**config.mk**
```make
export PLATFORM = sky130hd
export DESIGN_NAME = key_debounce
export DESIGN_NICKNAME = d
export VERILOG_FILES = /design/src/rtl/key_pkg.sv /design/src/rtl/key_debounce_ch.sv /design/src/rtl/key_debounce.sv
export SDC_FILE = /design/constraint.sdc
export NUM_CORES = 1
export LEC_CHECK = 0
export CAP_MARGIN = 40
export CORE_ASPECT_RATIO = 0.5
export CORE_MARGIN = 10
export CORE_UTILIZATION = 41
export CTS_BUF_LIST = sky130_fd_sc_hd__clkbuf_8
export DETAILED_ROUTE_END_ITERATION = 10
export PLACE_DENSITY = 0.54
export SYNTH_ARGS = -nofsm -noshare
export SYNTH_HDL_FRONTEND = slang
export SYNTH_SLANG_ARGS = --single-unit
```
**constraint.sdc**
```tcl
create_clock -name clk -period 2.3 [get_ports clk]
set_input_delay 0.345 -clock clk [delete_from_list [all_inputs] [get_ports clk]]
set_output_delay 0.345 -clock clk [all_outputs]
set_load 0.005 [all_outputs]
```
**src/rtl/key_pkg.sv**
```systemverilog
// key_pkg: shared debounce FSM state type, key count and parameter helper
package key_pkg;
  localparam int NUM_KEYS = 2;
  typedef enum logic [1:0] {IDLE, PRESS_WAIT, HELD, RELEASE_WAIT} key_state_t;
  function automatic int max3(input int a, input int b, input int c);
    return (a > b) ? ((a > c) ? a : c) : ((b > c) ? b : c);
  endfunction
endpackage

```
**src/rtl/key_debounce_ch.sv**
```systemverilog
// key_debounce_ch: synchronizer, debounce FSM and counter for one active-low key; auto-repeat under KEY_DEBOUNCE_AUTOREPEAT_EN
module key_debounce_ch import key_pkg::*; #(
  parameter int DEBOUNCE_CYCLES = 500000,
  parameter int REPEAT_DELAY = 25000000,
  parameter int REPEAT_PERIOD = 10000000
) (
  input  logic clk,
  input  logic rst,
  input  logic key_n,
  output logic level,
  output logic press,
  output logic rel
);
  localparam int W = $clog2(max3(DEBOUNCE_CYCLES, REPEAT_DELAY, REPEAT_PERIOD) + 1);
  localparam logic [W-1:0] DEB_LAST = W'(DEBOUNCE_CYCLES - 1);
  logic [1:0] sync;
  logic [W-1:0] cnt;
  logic s;
  key_state_t state;
  assign s = sync[1];
  function automatic logic [W-1:0] inc(input logic [W-1:0] v);
    return (&v) ? v : v + W'(1);
  endfunction
`ifdef KEY_DEBOUNCE_AUTOREPEAT_EN
  localparam logic [W-1:0] RD_LAST = W'(REPEAT_DELAY - 1);
  localparam logic [W-1:0] RP_LAST = W'(REPEAT_PERIOD - 1);
  logic [W-1:0] rcnt;
  logic first;
`endif
  always_ff @(posedge clk) begin
    if (rst) begin
      sync  <= '0;
      state <= IDLE;
      cnt   <= '0;
      level <= 1'b0;
      press <= 1'b0;
      rel   <= 1'b0;
`ifdef KEY_DEBOUNCE_AUTOREPEAT_EN
      rcnt  <= '0;
      first <= 1'b1;
`endif
    end else begin
      sync  <= {sync[0], ~key_n};
      press <= 1'b0;
      rel   <= 1'b0;
      case (state)
        IDLE:
          if (s) begin
            state <= PRESS_WAIT;
            cnt   <= W'(1);
          end
        PRESS_WAIT:
          if (!s) begin
            state <= IDLE;
            cnt   <= '0;
          end else if (cnt == DEB_LAST) begin
            state <= HELD;
            cnt   <= '0;
            level <= 1'b1;
            press <= 1'b1;
`ifdef KEY_DEBOUNCE_AUTOREPEAT_EN
            rcnt  <= '0;
            first <= 1'b1;
`endif
          end else cnt <= inc(cnt);
        HELD:
          if (!s) begin
            state <= RELEASE_WAIT;
            cnt   <= W'(1);
          end
`ifdef KEY_DEBOUNCE_AUTOREPEAT_EN
          // rcnt survives a RELEASE_WAIT bounce so repeats resume on schedule
          else if (rcnt == (first ? RD_LAST : RP_LAST)) begin
            press <= 1'b1;
            rcnt  <= '0;
            first <= 1'b0;
          end else rcnt <= inc(rcnt);
`endif
        RELEASE_WAIT:
          if (s) begin
            state <= HELD;
            cnt   <= '0;
          end else if (cnt == DEB_LAST) begin
            state <= IDLE;
            cnt   <= '0;
            level <= 1'b0;
            rel   <= 1'b1;
          end else cnt <= inc(cnt);
        default: begin
          state <= IDLE;
          cnt   <= '0;
        end
      endcase
    end
  end
endmodule

```
**src/rtl/key_debounce.sv**
```systemverilog
// key_debounce: independent debounced keys with press/release pulses; auto-repeat under KEY_DEBOUNCE_AUTOREPEAT_EN
module key_debounce import key_pkg::*; #(
  parameter int DEBOUNCE_CYCLES = 500000,
  parameter int REPEAT_DELAY = 25000000,
  parameter int REPEAT_PERIOD = 10000000
) (
  input  logic                clk,
  input  logic                rst,
  input  logic [NUM_KEYS-1:0] key_n,
  output logic [NUM_KEYS-1:0] key_level,
  output logic [NUM_KEYS-1:0] key_press,
  output logic [NUM_KEYS-1:0] key_release
);
  for (genvar i = 0; i < NUM_KEYS; i++) begin : g_ch
    key_debounce_ch #(
      .DEBOUNCE_CYCLES(DEBOUNCE_CYCLES),
      .REPEAT_DELAY(REPEAT_DELAY),
      .REPEAT_PERIOD(REPEAT_PERIOD)
    ) u_ch (
      .clk(clk),
      .rst(rst),
      .key_n(key_n[i]),
      .level(key_level[i]),
      .press(key_press[i]),
      .rel(key_release[i])
    );
  end
endmodule

```
==> summary.txt <==
Post-synth EDFFs: 0
GR Overflow Total: 0
slew at the pin with the worst max-slew slack: 601 ps
pin count of the biggest net entering global routing: 30
Synth async-reset ratio: 0%
TritonRoute pass-1 iters: 5
area delta synth->final: 10.6%
Synthesized Nets: 435
Gate Count Post-Synth: 429
Unique masters post-synth: 66
Setup Viol. Count Final: 0
max-slew violations: 0
Clock Sinks: 64
IO buf count: 9
sequential fraction of the synthesis area: 35.6%
die height: 86.3 um
Core ar.: 8620 um^2
drt initial violations: 245
Crit path arrival time: 2400 ps
CTS tree: done
# fillers: 845
# Post-CTS Setup Buffers: 0
syn_area_per_cell: 8.39 um^2
combinational share of power: 4.5%
drt wl/cell: 16.3 um
GR Util All Layers: 14.1%
Die Footprint: 13200 um^2
starting density of the core: 41.8%
Max clock buf depth: 2
Clock Skews: 6.11 ps
Peak VDD IR: 0.233 mV
Routed Antenna Nets: 0
layout cells sized above 1: 13.7%
WL final: 9.16 mm
Tcrit/Tclk final: 94.1%
Pwr Total: 2.04 mW
Max Fanout on Critical Path: 11
Die X: 153 um
root buffer cell: clkbuf_8
R2R Setup Slk: 140 ps
initial antenna violation count: 0
fmax: 462 MHz
first-pass GRT wire length: 15.7 mm
startpoint types: flop
warning count from the yosys run: 0
max_cap viols: 0
pwr/cell area: 512 nW/um^2
num rows: 24
nets: 448
dpl ws: 83.1 ps
Worst Hold Class: flop to flop
drt drc: 0
# H-tree levels: 3
Sequential Power Share: 55.5%
via count of the first global-routing pass: 3322
final std cells w/o fill: 562
# IOs: 10
Vias: 3377
cts repair resizes: 0
flop and latch count out of synthesis: 64
vias per cell: 6.01
Crit. End Element: flop
Net Switching: 0.489 mW
Reg clk slew, reported paths: 70 ps
Slew HR: 59.8%
Clk pwr share: 39.9%
Placer Congestion: 0.846
Hold WS: 439 ps
post-placement cell count: 548
setup TNS: 0 ps
final worst setup slack: 137 ps
Worst EP required: 2540 ps
final hold violations: 0
clock period minus worst slack: 2160 ps
status: complete, no violations
# diodes: 0
critical path type: flop to flop
RSZ-0062 raised after global routing: true
worst skew pair latency: 350 ps
Pint: 1.55 mW
Sw Ratio: 24.0%
Static Leak: 1.23 nW
Detailed Place HPWL: 6.30 mm
Top FF cell, synth: dfxtp_1
Mapped Area: 3600 um^2
total CTS buffers: 9
-- area by class of cell --
type | count | area [um^2] | share of cell area (%)
Multi-Input combinational cell | 329 | 2110 | 52.9
Sequential cell | 64 | 1280 | 32.2
Timing Repair Buffer | 32 | 270 | 6.79
Tap cell | 117 | 146 | 3.68
Clock buffer | 10 | 138 | 3.46
Inverter | 6 | 22.5 | 0.566
Clock inverter | 4 | 16.3 | 0.409
-- logic make-up (layout without fill, tap and decap cells) --
| group | Yosys count | after routing | share of synthesized area (%) |
|---|---|---|---|
| XOR/XNOR | 6 | 6 | 1.67 |
| buffers and inverters | 36 | 52 | 5.87 |
| adder cells (fa/ha/maj) | 2 | 2 | 0.695 |
| AO/OA/AOI/OAI | 138 | 138 | 26.2 |
| AND/OR/NAND/NOR | 182 | 182 | 29.7 |
| flip-flops | 64 | 64 | 35.6 |
| multiplexers | 1 | 1 | 0.278 |
-- cell usage in the layout, fill, tap and decap left out, types with 4 or more instances in the layout --
cell,Yosys,routed
dfxtp_1,64,64
nand4_1,13,13
inv_1,6,9
o21ai_0,34,34
a31oi_1,16,16
nand2_1,29,29
or3_1,4,4
o31ai_1,9,9
clkbuf_8,0,10
nor4_1,6,6
clkdlybuf4s50_1,0,8
nand4_2,5,5
a41oi_1,6,6
nor3_1,11,11
and4_1,6,6
a311oi_1,18,18
buf_4,10,22
and3_1,8,8
nor2_1,41,41
a21oi_1,28,28
nand3b_1,4,4
and2_1,6,6
nand3_1,19,19
o211ai_1,4,4
-- critical path: stages (launching register included) --
cell	delay, ps
dfxtp_1	370
ha_1	260
and4_1	260
and2_4	190
a311oi_4	510
a41oi_1	190
o21ai_0	180
o31ai_1	90
-- power groups by stage --
stage               sequential [mW]  clock [mW]  combinational (mW)
floorplan                      1.15           0              0.0632
CTS                            1.13       0.841              0.0932
global placement               1.16           0              0.0920
detailed placement             1.16           0              0.0932
finish                         1.13       0.815              0.0925
global route                   1.13       0.889               0.102
-- worst paths after layout --
path | from | endpoint | cells past startpoint
worst min-delay path | g_ch[1].u_ch.sync[0] | g_ch[1].u_ch.sync[1] | 1
worst max-delay path | g_ch[0].u_ch.cnt[0] | g_ch[0].u_ch.cnt[17] | 7
worst max register to register | g_ch[0].u_ch.cnt[0] | g_ch[0].u_ch.cnt[17] | 7
worst min register to register | g_ch[1].u_ch.sync[0] | g_ch[1].u_ch.sync[1] | 1
-- metal layers --
layer	part of all wire, %	routed length, um	vias up	global-route usage (%)
met4	1.2	112	0	6.28
met1	47	4300	1640	16.0
met2	48	4420	57	24.7
met3	3.6	333	12	3.91
li1	-	-	1668	-
met5	0	0	-	0
-- cell usage after synthesis (8+ instances only) --
cell type	number	area, um^2
nor2_1	41	154
and3_1	8	50.1
buf_4	10	75.1
nand3_1	19	95.1
a311oi_1	18	158
a21oi_1	28	140
a31oi_1	16	100
nand2_1	29	109
o31ai_1	9	67.6
nor3_1	11	55.1
dfxtp_1	64	1280
o21ai_0	34	170
clkbuf_1	9	33.8
nand4_1	13	81.3
-- through the flow --
step,utilization [%],cell area [um^2]
after floorplan,-,3600
after global placement,44.4,3830
after detailed placement,44.4,3830
after CTS,46.2,3980
after global routing,46.2,3980
final,46.2,3980
-- sequential cells by signal (all words and copies together) (netlist names), named ones only --
name and cells:
g_ch.u_ch.level 2, g_ch.u_ch.state 2, g_ch.u_ch.rel 2, g_ch.u_ch.press 2
g_ch.u_ch.sync 4, g_ch.u_ch.cnt 50
-- repair_timing --
action	CTS	global route
hold buffers	0	0
endpoints found under the setup margin	0	2
endpoints found under the hold margin	0	0
Note: power is estimated with default switching activity, not from simulation.
